### config.mk
export PLATFORM = sky130hd
export DESIGN_NAME = acq_multi_channel
export DESIGN_NICKNAME = d
export VERILOG_FILES = /design/src/rtl/acq_multi_channel.sv
export SDC_FILE = /design/constraint.sdc
export NUM_CORES = 1
export LEC_CHECK = 0
export ABC_CLOCK_PERIOD_IN_PS = 4600
export CAP_MARGIN = 25
export CORE_MARGIN = 2
export CORE_UTILIZATION = 38
export CTS_BUF_LIST = sky130_fd_sc_hd__clkbuf_4
export CTS_CLUSTER_SIZE = 16
export DETAILED_ROUTE_END_ITERATION = 6
export RECOVER_POWER = 25
export SYNTH_ARGS = -nofsm -noshare
export SYNTH_HDL_FRONTEND = slang
export SYNTH_SLANG_ARGS = --single-unit
### constraint.sdc
create_clock -name input_acquisition_clk -period 4.6 [get_ports input_acquisition_clk]
set_input_delay 0.69 -clock input_acquisition_clk [delete_from_list [all_inputs] [get_ports input_acquisition_clk]]
set_output_delay 0.69 -clock input_acquisition_clk [all_outputs]
set_load 0.02 [all_outputs]
### src/rtl/acq_multi_channel.sv
// +--------------------------------------------------------------------------+
// | acq_multi_channel: multi-channel threshold hit recorder with ping-pong   |
// | banks and MSB-first serial readout. Optional macro: ACQ_TIMESTAMP_EN.    |
// | Revision: 1.0                                                            |
// +--------------------------------------------------------------------------+
`default_nettype none

module acq_multi_channel #(
  parameter int N_CH     = 4,
  parameter int SAMPLE_W = 7,
  parameter int DEPTH    = 8,
  parameter int TS_W     = 8
) (
  input  logic                     input_acquisition_clk,
  input  logic                     reset,
  input  logic [N_CH*SAMPLE_W-1:0] ch_data,
  input  logic                     sample_valid,
  input  logic [SAMPLE_W-1:0]      threshold,
  input  logic                     shift_en,
  output logic                     serial_out,
  output logic                     frame_sync,
  output logic                     signal_detected,
  output logic                     memorization_completed,
  output logic                     sending_data,
  output logic                     write_bank,
  output logic                     read_bank,
  output logic                     overflow,
  output logic [2:0]               state_reg_FSM
);

  localparam int CH_ID_W = (N_CH > 1) ? $clog2(N_CH) : 1;
  localparam int PTR_W   = $clog2(DEPTH);
`ifdef ACQ_TIMESTAMP_EN
  localparam int TS_EN = 1;
`else
  localparam int TS_EN = 0;
`endif
  localparam int W     = TS_EN * TS_W + CH_ID_W + SAMPLE_W;
  localparam int BIT_W = (W > 1) ? $clog2(W) : 1;

  typedef enum logic [2:0] {
    ST_IDLE   = 3'd0,
    ST_RECORD = 3'd1,
    ST_WAIT   = 3'd2,
    ST_SWAP   = 3'd3
  } state_t;

  state_t             r_state, w_state_nxt;
  logic [PTR_W-1:0]   r_ptr;
  logic               r_wbank, r_sd, r_ovf;
  logic               r_read_active, r_serial, r_fs;
  logic [PTR_W-1:0]   r_word;
  logic [BIT_W-1:0]   r_bit;
  logic [W-1:0]       r_mem [2*DEPTH];

  logic               w_hit, w_wr_en, w_swap, w_drop, w_last_bit;
  logic [CH_ID_W-1:0] w_hit_ch;
  logic [SAMPLE_W-1:0] w_hit_smp;
  logic [W-1:0]       w_entry, w_rd_word;
  logic [PTR_W-1:0]   w_next_word;
  logic [BIT_W-1:0]   w_next_bit, w_rd_bit;
  logic [PTR_W:0]     w_rd_addr;

  // Scan from the top so the lowest channel above threshold wins.
  always_comb begin
    w_hit     = 1'b0;
    w_hit_ch  = '0;
    w_hit_smp = '0;
    for (int k = N_CH - 1; k >= 0; k--) begin
      if (sample_valid && (ch_data[k*SAMPLE_W +: SAMPLE_W] > threshold)) begin
        w_hit     = 1'b1;
        w_hit_ch  = CH_ID_W'(k);
        w_hit_smp = ch_data[k*SAMPLE_W +: SAMPLE_W];
      end
    end
  end

`ifdef ACQ_TIMESTAMP_EN
  logic [TS_W-1:0] r_ts;
  always_ff @(posedge input_acquisition_clk) begin
    if (reset) r_ts <= '0;
    else       r_ts <= r_ts + 1'b1;
  end
  assign w_entry = {r_ts, w_hit_ch, w_hit_smp};
`else
  assign w_entry = {w_hit_ch, w_hit_smp};
`endif

  always_ff @(posedge input_acquisition_clk) begin
    if (reset) r_state <= ST_IDLE;
    else       r_state <= w_state_nxt;
  end

  always_comb begin
    w_state_nxt = r_state;
    w_wr_en     = 1'b0;
    w_swap      = 1'b0;
    w_drop      = 1'b0;
    case (r_state)
      ST_IDLE: begin
        if (w_hit) begin
          w_wr_en     = 1'b1;
          w_state_nxt = ST_RECORD;
        end
      end
      ST_RECORD: begin
        if (w_hit) begin
          w_wr_en = 1'b1;
          if (r_ptr == PTR_W'(DEPTH - 1)) w_state_nxt = ST_SWAP;
        end
      end
      ST_SWAP: begin
        w_drop = w_hit;
        if (!r_read_active) begin
          w_swap      = 1'b1;
          w_state_nxt = ST_IDLE;
        end else begin
          w_state_nxt = ST_WAIT;
        end
      end
      ST_WAIT: begin
        w_drop = w_hit;
        if (!r_read_active) w_state_nxt = ST_SWAP;
      end
      default: w_state_nxt = ST_IDLE;
    endcase
  end

  always_ff @(posedge input_acquisition_clk) begin
    if (reset) begin
      r_ptr   <= '0;
      r_wbank <= 1'b0;
      r_sd    <= 1'b0;
      r_ovf   <= 1'b0;
    end else begin
      r_sd <= w_wr_en;
      if (w_wr_en) r_ptr <= r_ptr + 1'b1;
      if (w_swap) begin
        r_wbank <= ~r_wbank;
        r_ptr   <= '0;
      end
      if (w_drop) r_ovf <= 1'b1;
    end
  end

  always_ff @(posedge input_acquisition_clk) begin
    if (w_wr_en) r_mem[{r_wbank, r_ptr}] <= w_entry;
  end

  always_comb begin
    w_last_bit = (r_word == PTR_W'(DEPTH - 1)) && (r_bit == '0);
    if (r_bit == '0) begin
      w_next_bit  = BIT_W'(W - 1);
      w_next_word = r_word + 1'b1;
    end else begin
      w_next_bit  = r_bit - 1'b1;
      w_next_word = r_word;
    end
    // On a swap the bank being filled becomes the read bank at the same edge.
    if (w_swap) begin
      w_rd_addr = {r_wbank, PTR_W'(0)};
      w_rd_bit  = BIT_W'(W - 1);
    end else begin
      w_rd_addr = {~r_wbank, w_next_word};
      w_rd_bit  = w_next_bit;
    end
  end

  assign w_rd_word = r_mem[w_rd_addr];

  always_ff @(posedge input_acquisition_clk) begin
    if (reset) begin
      r_read_active <= 1'b0;
      r_serial      <= 1'b0;
      r_fs          <= 1'b0;
      r_word        <= '0;
      r_bit         <= '0;
    end else if (w_swap) begin
      r_read_active <= 1'b1;
      r_word        <= '0;
      r_bit         <= BIT_W'(W - 1);
      r_serial      <= w_rd_word[w_rd_bit];
      r_fs          <= 1'b1;
    end else if (r_read_active && shift_en) begin
      if (w_last_bit) begin
        r_read_active <= 1'b0;
        r_serial      <= 1'b0;
        r_fs          <= 1'b0;
      end else begin
        r_word   <= w_next_word;
        r_bit    <= w_next_bit;
        r_serial <= w_rd_word[w_rd_bit];
        r_fs     <= (w_next_bit == BIT_W'(W - 1));
      end
    end
  end

  assign serial_out             = r_serial;
  assign frame_sync             = r_fs;
  assign signal_detected        = r_sd;
  assign memorization_completed = w_swap;
  assign sending_data           = r_read_active | w_swap;
  assign write_bank             = r_wbank;
  assign read_bank              = ~r_wbank;
  assign overflow               = r_ovf;
  assign state_reg_FSM          = r_state;

endmodule

`default_nettype wire

==> impl_metrics.py, run 1 <==
metrics = {
    "status": {
        "outcome": "finished, final reports clean",
    },
    "yosys": {
        "synth_warnings": 0,
        "seq_area_frac_synth": 0.5720,
        "syn_inst": 694,
        "synth_enable_flop_cells": 144,
        "yosys.area.top_type_share": 0.5280,
        "synth_largest_area_cell": "edfxtp_1",
        "ys_ff_latch": 162,
        "syn-num-nets": 772,
        "yosys-top-cells-area": "edfxtp_1 (53%), ha_1 (6.0%), dfxtp_1 (4.4%)",
        "yosys.cell_types.count": 68,
        "synthArstFlopShare": 0,
        "syn_area_mm2": 0.008189,
        "avgSynthCellArea_um2": 11.80,
        "yosys_most_used_dff": "edfxtp_1",
    },
    "final_layout": {
        "final_nets": 836,
        "area_growth_pct": 15.75,
        "regArea_mm2": 0.004684,
        "fillers": 1956,
        "multi_input_area_mm2": 0.003254,
        "drive_above_1_share": 0.1232,
    },
    "sta": {
        "slew_viol_final": 0,
        "setup_violations": 0,
        "hold_violations": 0,
        "relSlewSlack": 0.2610,
        "rsz0062_at_grt": "no",
        "skew_ns": 0.01728,
        "setup_tns_ns": 0,
        "fin_crit_sh": 0.8869,
        "fmax_mhz": 245.1,
        "worst_pin_slew_ns": 1.109,
        "fin_crit_ns": 4.080,
    },
    "route": {
        "drc": 0,
        "drt_iter0_drc": 646,
        "routedWlPerCell_um": 22.36,
        "drtPass1Iterations": 5,
        "ant_nets": 0,
        "wl_mm": 23.42,
        "post_drt_via_cell_ratio": 5.886,
        "vias": 6163,
    },
    "cts": {
        "cts_tree": "yes",
        "root_buffer": "clkbuf_4",
        "cts.path.max_buffers": 2,
        "cts_setup_buffers": 0,
        "h-tree-depth": 4,
        "clock_sink_count": 162,
        "cts-resized-gates": 0,
        "postCtsHoldBufs": 0,
        "clk_pin_slew_ns": 0.13,
        "cts_made_buffers": 17,
        "insertion_delay_ns": 0.57,
    },
    "global_routing": {
        "grt_usage": 0.2134,
        "grt_pass1_vias": 5982,
        "grt_pass1_wl_mm": 35.62,
        "grt_overflow_total": 0,
        "antenna_found_initial": 2,
        "grt_max_degree": 44,
    },
    "pwr": {
        "p_int_mw": 2.742,
        "p_leak_nw": 3.350,
        "p_seq_frac": 0.431,
        "power_mw": 4.220,
        "pwr_density_cell_mw_per_mm2": 445.2,
        "p_sw_frac": 0.3502,
        "p_sw_mw": 1.478,
        "ir_drop_uv": 176.9,
        "pwr-share-comb": 0.332,
        "clkPwrFrac": 0.237,
    },
    "floorplan": {
        "io_pins": 50,
        "die_x_um": 150.8,
        "dieHeight_um": 150.8,
        "die_area_mm2": 0.02274,
        "initial_utilization": 0.3883,
        "core-area_mm2": 0.02109,
        "placementRows": 53,
    },
    "min_path": {
        "hp-start": "overflow",
        "min_to": "overflow",
        "min_path_type": "reg2reg",
        "hold_depth": 2,
    },
    "setup_path": {
        "r2r_slack_ns": 0.52,
        "r2r_cells": 11,
        "worstReg2RegStart": "r_bit[0]",
        "crit_path_start_kind": "register",
        "regToRegEndpoint": "serial_out",
        "end_kind": "register",
        "worstSetupPathType": "reg2reg",
        "crit_arrival_ns": 4.58,
        "critPathRequiredTime_ns": 5.10,
        "cp_max_fo": 15,
    },
    "run": {
        "maxCapViolCount": 0,
    },
    "placed_design": {
        "numPortBuffers": 48,
        "gp_congestion": 0.9105,
        "place_hpwl_mm": 16.75,
    },
}
## cells by family (layout without fill, tap and decap cells)
| kind of cell | Yosys count | count (layout) | synth area share |
|---|---|---|---|
| DFF | 162 | 162 | 0.5720 |
| xor gates and xnor gates | 4 | 4 | 0.006571 |
| other | 1 | 2 | 0.0004579 |
| adders and majority gates | 39 | 39 | 0.05959 |
| muxes | 31 | 31 | 0.04095 |
| AOI/OAI and AO/OA | 198 | 198 | 0.1720 |
| buffers and inverters | 72 | 149 | 0.03927 |
| and+or+nand+nor | 187 | 187 | 0.1091 |
## layer usage
layer,track usage,vias up,wire (um)
li1,-,2828,-
met1,0.3053,3039,10600
met2,0.3280,266,10580
met3,0.04247,30,1725
met4,0.06776,0,502
met5,0,-,0
## power groups by stage
stage / registers (mW) / logic (mW) / clock network (mW)
2_1_floorplan: 1.84 / 0.863 / 0
3_3_place_gp: 1.85 / 1.38 / 0
3_5_place_dp: 1.85 / 1.40 / 0
4_1_cts: 1.82 / 1.41 / 1.02
5_1_grt: 1.83 / 1.51 / 1.07
6_report: 1.82 / 1.40 / 1.00
## cell usage in the layout (no fill, tap or decap), types with 18 or more instances in the layout
cell type	Yosys	layout
inv_1	32	32
o21ai_0	29	29
a21oi_1	28	28
buf_4	7	28
nand3_1	19	19
clkdlybuf4s50_1	0	39
nand2_1	59	59
mux2i_1	20	20
edfxtp_1	144	144
dfxtp_1	18	18
nor2_1	53	53
ha_1	39	39
clkbuf_4	0	19
## sequential cells by signal, indices dropped and copies added, names as in the netlist
register,flops
r_mem,144
r_bit,4
r_ptr,3
r_word,3
state_reg_FSM,2
frame_sync,1
overflow,1
r_read_active,1
serial_out,1
signal_detected,1
write_bank,1
## how the worst max path moves through the flow
| stage | startpoint | end |
|---|---|---|
| finish | r_bit[0] | serial_out |
| global route | r_bit[0] | serial_out |
| CTS | r_bit[0] | serial_out |
| detailed placement | threshold[1] | r_mem[10][7] |
| global placement | threshold[1] | r_mem[8][1] |
| floorplan | threshold[1] | r_mem[15][0] |
## worst max-delay path: stages (launching register included)
cell and delay (ns):
dfxtp_1 0.50, nor4_1 0.47, clkbuf_1 0.46, a21boi_1 0.20, nor2_1 0.62, buf_4 0.32
a21oi_1 0.07, a211oi_1 0.51, o32a_1 0.29, nand3_1 0.09, o31a_1 0.28, a22oi_1 0.20
## cell usage after synthesis, drive strengths merged, types with 10 or more instances
| cell type | number |
|---|---|
| edfxtp | 144 |
| nand2 | 59 |
| nor2 | 54 |
| ha | 39 |
| inv | 32 |
| o21ai | 31 |
| a21oi | 28 |
| buf | 20 |
| mux2i | 20 |
| clkbuf | 19 |
| nand3 | 19 |
| dfxtp | 18 |
| o221ai | 17 |
| nor4 | 15 |
| o22ai | 15 |
| a211oi | 13 |
| a21o | 12 |
| o211ai | 11 |
| o21a | 11 |
| mux2 | 10 |
## per-stage QoR
stage	worst slack, ns	cell area, um^2	utilization	hold slack (ns)	std cells
floorplan	1.030	8189	-	0.5137	694
global placement	0.7514	9178	0.4352	0.4924	1014
detailed placement	0.6610	9178	0.4352	0.4968	1014
CTS	1.020	9527	0.4518	0.5439	1046
global route	0.4245	9479	0.4495	0.5784	1047
finish	0.5201	9479	0.4495	0.5353	1047
## final cells by class
class                           count  share of cell area
Antenna cell                        1           0.0002640
Timing Repair Buffer               84             0.07603
Inverter                           33             0.01307
Clock inverter                     13             0.02178
Sequential cell                   162              0.4942
Multi-Input combinational cell    460              0.3433
Tap cell                          275             0.03630
Clock buffer                       19             0.01505
No activity file was read; power rests on OpenSTA's default activity.
==> run 2, diff against run 1 <==
CELL_PAD_IN_SITES_DETAIL_PLACEMENT = 0   (was default)
CELL_PAD_IN_SITES_GLOBAL_PLACEMENT = 1   (was default)
PLACE_DENSITY_LB_ADDON = 0.1   (was default)
==> run 2 against run 1 <==
Compared with the run above:
- the flow now finishes with violations (max-capacitance violations, max-slew violations)
- clock-buffer cell count unchanged
- hold slack about the same
- sequential cell count unchanged
- final area decreased by 0.71%
- register-to-register slack improved by 0.18 ns
- first-iteration DRC count decreased by 20%
- utilization decreased by 0.32 points
- critical endpoint unchanged
- global-route usage increased by 1.5 points
==> impl_metrics.py, run 2 (synthesis gave the netlist of run 1 again) <==
metrics = {
    "final_layout": {
        "layout_commonest_cell": "edfxtp_1",
        "fillers": 1980,
        "final_cell_mix": "edfxtp_1 (144), nand2_1 (59), nor2_1 (53), ha_1 (39), clkdlybuf4s50_1 (38)",
        "drive_above_1_share": 0.1274,
        "fin_util": 0.4463,
        "final_nets": 842,
        "stdcell_area_mm2": 0.009412,
        "largest_register": "r_mem",
        "reg_top3": "r_mem (144), r_bit (4)",
        "largest_reg_flops": 144,
        "area_growth_pct": 14.93,
    },
    "global_routing": {
        "grt_pass1_vias": 6138,
        "grt_pass1_wl_mm": 37.52,
        "grt_max_degree": 44,
        "grt_overflow_total": 0,
        "grt_usage": 0.2282,
        "antenna_found_initial": 1,
    },
    "placed_design": {
        "dp_slack_ns": 0.6304,
        "place_area_mm2": 0.009226,
        "place_hpwl_mm": 18.07,
        "numPortBuffers": 48,
        "gp_congestion": 0.8761,
    },
    "sta": {
        "fin_crit_sh": 0.8472,
        "setup_violations": 0,
        "skew_ns": 0.03134,
        "relSlewSlack": -0.05965,
        "rsz0062_at_grt": "no",
        "fin_ws_ns": 0.7029,
        "fmax_mhz": 256.6,
        "setup_tns_ns": 0,
        "hold_violations": 0,
        "fin_crit_ns": 3.897,
        "worst_pin_slew_ns": 1.579,
        "slew_viol_final": 17,
    },
    "pwr": {
        "p_sw_mw": 1.546,
        "p_leak_nw": 3.327,
        "power_mw": 4.030,
        "ir_drop_uv": 176.4,
        "pwr-share-comb": 0.361,
        "p_sw_frac": 0.3837,
        "p_int_mw": 2.483,
        "pwr_density_cell_mw_per_mm2": 428.2,
        "p_seq_frac": 0.449,
        "clkPwrFrac": 0.190,
    },
    "floorplan": {
        "io_pins": 50,
        "initial_utilization": 0.3883,
        "core-area_mm2": 0.02109,
        "die_x_um": 150.8,
        "die_area_mm2": 0.02274,
        "dieHeight_um": 150.8,
        "placementRows": 53,
    },
    "cts": {
        "clock_sink_count": 162,
        "cts_setup_buffers": 0,
        "cts_tree": "yes",
        "cts.path.max_buffers": 2,
        "clk_pin_slew_ns": 0.15,
        "insertion_delay_ns": 0.57,
        "h-tree-depth": 4,
        "cts_made_buffers": 17,
        "postCtsHoldBufs": 0,
        "cts-resized-gates": 0,
        "root_buffer": "clkbuf_4",
    },
    "route": {
        "wl_met1_mm": 10.67,
        "routedWlPerCell_um": 23.56,
        "dr_wl_met2_mm": 11.97,
        "vias": 6147,
        "drc": 0,
        "drt_iter0_drc": 519,
        "ant_nets": 0,
        "top_layer_used": "met4",
        "post_drt_via_cell_ratio": 5.832,
        "drtPass1Iterations": 5,
        "met3_wirelength_mm": 1.664,
        "wl_mm": 24.83,
    },
    "setup_path": {
        "r2r_slack_ns": 0.70,
        "worstSetupPathType": "reg2reg",
        "cp_max_fo": 15,
        "crit_arrival_ns": 4.37,
        "crit_path_start_kind": "register",
        "end_kind": "register",
        "critPathRequiredTime_ns": 5.07,
    },
    "min_path": {
        "min_path_type": "reg2reg",
    },
    "status": {
        "violations": "max-capacitance violations, max-slew violations",
        "outcome": "complete, but fails checks",
    },
    "run": {
        "maxCapViolCount": 1,
    },
}
run 2: worst max-delay path: stages, from the launching register on:
cell      delay, ns
dfxtp_1        0.65
nor4_1         0.15
clkbuf_1       0.29
a21boi_0       0.73
nand3_1        0.60
or2_2          0.46
o2111a_1       0.18
o32a_1         0.39
nand3_1        0.11
o31a_1         0.15
a22oi_1        0.09
run 2: power groups by stage:
stage / Combinational [mW] / Sequential, mW / Clock, mW
floorplan: 0.863 / 1.84 / 0
global placement: 1.48 / 1.84 / 0
detailed placement: 1.48 / 1.84 / 0
CTS: 1.48 / 1.81 / 0.784
global route: 1.58 / 1.82 / 0.850
finish: 1.45 / 1.81 / 0.767
run 2: cell type report:
class | instances | area, um^2 | share of cell area
multi-input cells | 460 | 3238 | 0.3441
clock buffers | 19 | 142.6 | 0.01516
repair buffers | 90 | 769.5 | 0.08176
diodes | 2 | 5.005 | 0.0005318
well taps | 275 | 344.1 | 0.03656
flip-flops and latches | 162 | 4684 | 0.4977
clock inverters | 13 | 103.9 | 0.01103
inverters | 33 | 123.9 | 0.01316
run 2: layer usage:
layer | vias to the layer above | global-route usage
li1 | 2846 | -
met1 | 3069 | 0.3031
met2 | 202 | 0.3839
met3 | 30 | 0.04217
met4 | 0 | 0.06402
met5 | - | 0
run 2: worst paths after layout:
path / to / from / cells past startpoint
worst max-delay path: serial_out / r_bit[0] / 10
worst min-delay path: frame_sync / frame_sync / 2
worst max register to register: serial_out / r_bit[0] / 10
worst min register to register: frame_sync / frame_sync / 2
run 2: through the flow:
stage / hold slack, ns / instances
final: 0.5348 / 1054
after global routing: 0.5897 / 1053
after CTS: 0.5435 / 1052
after detailed placement: 0.5116 / 1020
after global placement: 0.4980 / 1020
after floorplan: 0.5137 / 694
